--- src/rtl/fib_check_pkg.sv ---
// fib_check_pkg: shared state encoding, seed constant and address helper for the Fibonacci result checker
package fib_check_pkg;
    typedef enum logic [1:0] {
        WATCH = 2'd0,
        SCAN  = 2'd1,
        DONE  = 2'd2
    } chk_state_t;

    localparam logic [31:0] FIB_SEED        = 32'd1;
    localparam logic [31:0] DEFAULT_HALT_PC = 32'd100;

    function automatic logic [31:0] word_addr(input logic [7:0] idx);
        return {22'd0, idx, 2'b00};
    endfunction
endpackage

--- src/rtl/fib_result_checker_fib_seq_gen.sv ---
// fib_seq_gen: produces the expected Fibonacci term for the current scan step (two seeds, then a+b)
module fib_seq_gen
    import fib_check_pkg::*;
(
    input  logic        clk,
    input  logic        reset,
    input  logic        clear,
    input  logic        step,
    output logic [31:0] term
);
    logic [31:0] a, b;
    logic [1:0]  n;

    assign term = (n < 2'd2) ? FIB_SEED : a + b;

    // emit the two seeds first, then slide the a/b window once per generated sum
    always_ff @(posedge clk) begin
        if (reset || clear) begin
            a <= FIB_SEED;
            b <= FIB_SEED;
            n <= 2'd0;
        end else if (step) begin
            n <= (n < 2'd2) ? n + 2'd1 : n;
            a <= (n < 2'd2) ? a : b;
            b <= (n < 2'd2) ? b : term;
        end
    end
endmodule

--- config.mk ---
export PLATFORM = sky130hd
export DESIGN_NAME = fib_seq_gen
export DESIGN_NICKNAME = d
export VERILOG_FILES = /design/src/rtl/fib_check_pkg.sv /design/src/rtl/fib_result_checker_fib_seq_gen.sv
export SDC_FILE = /design/constraint.sdc
export NUM_CORES = 1
export LEC_CHECK = 0
export CORE_MARGIN = 2
export CORE_UTILIZATION = 43
export CTS_BUF_LIST = sky130_fd_sc_hd__clkbuf_16
export CTS_CLUSTER_SIZE = 25
export DETAILED_ROUTE_END_ITERATION = 6
export PLACE_DENSITY = 0.66
export SLEW_MARGIN = 15
export SYNTH_ARGS = -nofsm -noshare
export SYNTH_HDL_FRONTEND = slang
export SYNTH_SLANG_ARGS = --single-unit
export TNS_END_PERCENT = 30
--- constraint.sdc ---
create_clock -name clk -period 3.8 [get_ports clk]
set_clock_uncertainty 0.15 [all_clocks]
set_input_delay 0.76 -clock clk [delete_from_list [all_inputs] [get_ports clk]]
set_output_delay 0.76 -clock clk [all_outputs]
set_load 0.03 [all_outputs]
==> metrics.md <==
| Metric | Value |
|---|---|
| Leak | `about 2.3 nW` |
| # rows | `36` |
| Failing checks | `negative setup slack` |
| Reg2Reg Launch Point | `a[1]` |
| HPWL after DPL | `around 8.4 mm` |
| CTS Buf Count | `9` |
| Cell Count, Final, Fillers Out | `about 770` |
| # diodes | `0` |
| Slew headroom | `0.523` |
| Req. time, crit path | `2.89 ns` |
| FFs w/ async S/R, synth | `0` |
| Ys flop type | `dfxtp_1` |
| Total clock sinks | `66` |
| Via count | `around 4,200` |
| Die Ht | `~100 um` |
| Pwr per Cell Area | `roughly 300 nW/um2` |
| Number of flops mapped to enable cells by yosys | `0` |
| Inst Count DP | `around 750` |
| # setup viols final | `1` |
| Critical Path AT | `~2.9 ns` |
| Peak Freq | `about 260 MHz` |
| Port-buffer cells | `35` |
| Path type of the worst min-delay path | `reg2reg` |
| Setup ws final | `-0.00616 ns` |
| Area leader, netlist | `dfxtp_1` |
| Largest net degree at the start of global routing | `36` |
| Nets | `approximately 670` |
| Wirelength per Cell | `~16 um` |
| Hold Startpoint | `b[27]` |
| Die span in x | `approximately 100 um` |
| Vias per inst | `5.51` |
| Most common library cells after synthesis | `nand2_1 (122), a21oi_1 (71), dfxtp_1 (66)` |
| GRT Total Usage | `0.225` |
| I/O pin count | `36` |
| Hold_buf cts | `0` |
| Worst Max-Slew Pin Slew | `~0.7 ns` |
| Worst setup path startpoint | `a[13]` |
| Syn Nets | `slightly above 600` |
| Largest cells by area after synthesis | `dfxtp_1 (31%), nand2_1 (11%), ha_1 (9.0%), a21oi_1 (8.3%), nor2_1 (4.2%)` |
| Total gr overflow | `0` |
| R2R depth | `10` |
| Worst-path fanout max | `7` |
| Worst-case clock buffer depth | `2` |
| Layout cells sized above 1 | `0.196` |
| Iter 0 DRT Violations | `~170` |
| Max Slew Vio Count | `0` |
| Worst hold endpoint | `b[27]` |
| Mapped Area | `4300 um2` |
| Hold path depth | `2` |
| Vias in the first global route | `4,043` |
| Die area | `roughly 11,000 um2` |
| Final hold vios | `0` |
| Initial Utilization | `0.442` |
| Setup slack, reg-to-reg | `between 1 and 1.5 ns` |
| Max IR drop VDD | `0.000226 V` |
| CTS H-Tree Depth | `3` |
| Syn_area_per_cell | `roughly 7.4 um2` |
| First drt pass iteration count | `5` |
| Placer congestion estimate | `between 0.8 and 0.9` |
| Global-route wire length before repair | `roughly 20 mm` |
| Core Area | `between 9000 and 10,000 um2` |
| Synth warn | `0` |
| Fin crit period | `approximately 3.8 ns` |
| Share of the synthesized area in the top cell type | `0.307` |
| Antenna-violating nets left | `0` |
| Worst hold slack | `about 0.31 ns` |
| CTS tree | `done` |
| Crit Path Category | `reg2out` |
| Sequential cell area fraction in the yosys report | `0.307` |
| Worst setup SP type | `flip-flop` |
| Mapped Cells | `roughly 580` |
| Layout area overhead | `27.4%` |
| Critical Path Sink Type | `primary output` |
| Count leader, synth | `nand2_1` |
| DRC Markers | `0` |
| Total of max-cap violations | `0` |
| Outcome | `finished with violations` |
| Root Buffer | `clkbuf_16` |
| Library cells used by synthesis | `64` |
| Clk_lat worst skew | `roughly 0.34 ns` |
| RSZ-0062 raised after global routing | `yes` |
| Total Wirelength | `about 12 mm` |
| Initial antenna violation count | `0` |
| Final period utilization | `1.00` |
| Worst R2R End | `b[31]` |
| FF+latch count, synth | `66` |
| Clk slew on worst S/H paths | `0.06 ns` |
==> metrics by stage <==
| step | area [um2] | total power [mW] | TNS [ns] | utilization | setup WS, ns |
|---|---|---|---|---|---|
| 3_5_place_dp | 4900 | 0.746 | 0 | 0.503 | 0.0283 |
| 3_3_place_gp | 4900 | 0.746 | 0 | 0.503 | 0.0725 |
| 4_1_cts | 5310 | 1.64 | -0.00948 | 0.546 | -0.00948 |
| 2_1_floorplan | 4300 | 0.729 | 0 | - | 0.265 |
| 6_report | 5480 | 1.63 | -0.00616 | 0.563 | -0.00616 |
| 5_1_grt | 5480 | 1.67 | -0.463 | 0.563 | -0.124 |
==> cell families (layout without fill, tap and decap cells) <==
kind of cell | after synthesis | after routing | synth area share
fa+ha+maj | 32 | 32 | 0.0948
flops | 66 | 66 | 0.307
buf+inv | 45 | 101 | 0.0416
mux | 1 | 1 | 0.00233
simple gates | 250 | 250 | 0.264
compound gates | 157 | 157 | 0.232
xor+xnor | 27 | 27 | 0.0582
==> per-layer routing <==
| layer | share of wire | up-vias | GRT usage | wire length [um] |
|---|---|---|---|---|
| li1 | - | 2126 | - | - |
| met1 | 0.46 | 1976 | 0.282 | 5420 |
| met2 | 0.49 | 100 | 0.393 | 5840 |
| met3 | 0.035 | 22 | 0.0382 | 421 |
| met4 | 0.019 | 0 | 0.0734 | 221 |
| met5 | 0 | - | 0 | 0 |
==> flip-flops by register name (all words and copies together) (netlist names) <==
| register | count |
|---|---|
| n | 2 |
| a | 32 |
| b | 32 |
==> layout by cell type (no fill, tap or decap), types with 5 or more instances in the layout <==
master,synthesis,layout
nand2_1,122,121
a21oi_1,71,66
dfxtp_1,66,59
buf_4,0,53
nor2_1,48,46
ha_1,31,25
nand3_1,17,16
a21o_1,15,15
and2_1,15,15
o21ai_0,18,14
xor2_1,13,12
xnor2_1,13,12
clkdlybuf4s50_1,0,10
inv_1,10,9
clkbuf_16,0,9
and3_1,7,7
a22oi_1,7,7
nor3_1,7,6
a21oi_2,1,6
o211ai_1,5,5
o21ai_1,2,5
dfxtp_2,0,5
dlygate4sd2_1,0,5
==> repair_timing <==
action / CTS / global route
buffers inserted: 2 / 4
resized for setup: 30 / 42
pin swaps: 5 / 10
setup endpoints to repair: 20 / 20
==> worst max path at each step <==
stage / to / cells past startpoint
after detailed placement: term[28] / 13
after CTS: term[27] / 11
after global placement: term[28] / 13
after floorplan: term[28] / 11
final: term[28] / 11
after global routing: term[28] / 11
==> critical path, stage by stage, from the launching register on <==
cell      delay, ns
dfxtp_1        0.31
ha_1           0.40
a21o_1         0.24
a21o_1         0.18
a21oi_1        0.25
o32a_1         0.20
o31ai_2        0.08
buf_4          0.15
a221oi_4       0.30
xor2_1         0.17
nor2_1         0.06
buf_4          0.20
==> final cells by class <==
class,instances,area (um2)
repair buffers,75,611
clock buffers,9,225
inverters,10,37.5
fillers,939,4250
multi-input cells,467,3010
well taps,133,166
clock inverters,7,93.8
flip-flops and latches,66,1340
==> where the power goes <==
group / switching (mW) / total, mW / internal (mW)
registers: 0.000622 / 0.692 / 0.691
logic: 0.0266 / 0.0372 / 0.0106
clock network: 0.324 / 0.897 / 0.573
No activity file was read; power rests on OpenSTA's default activity.
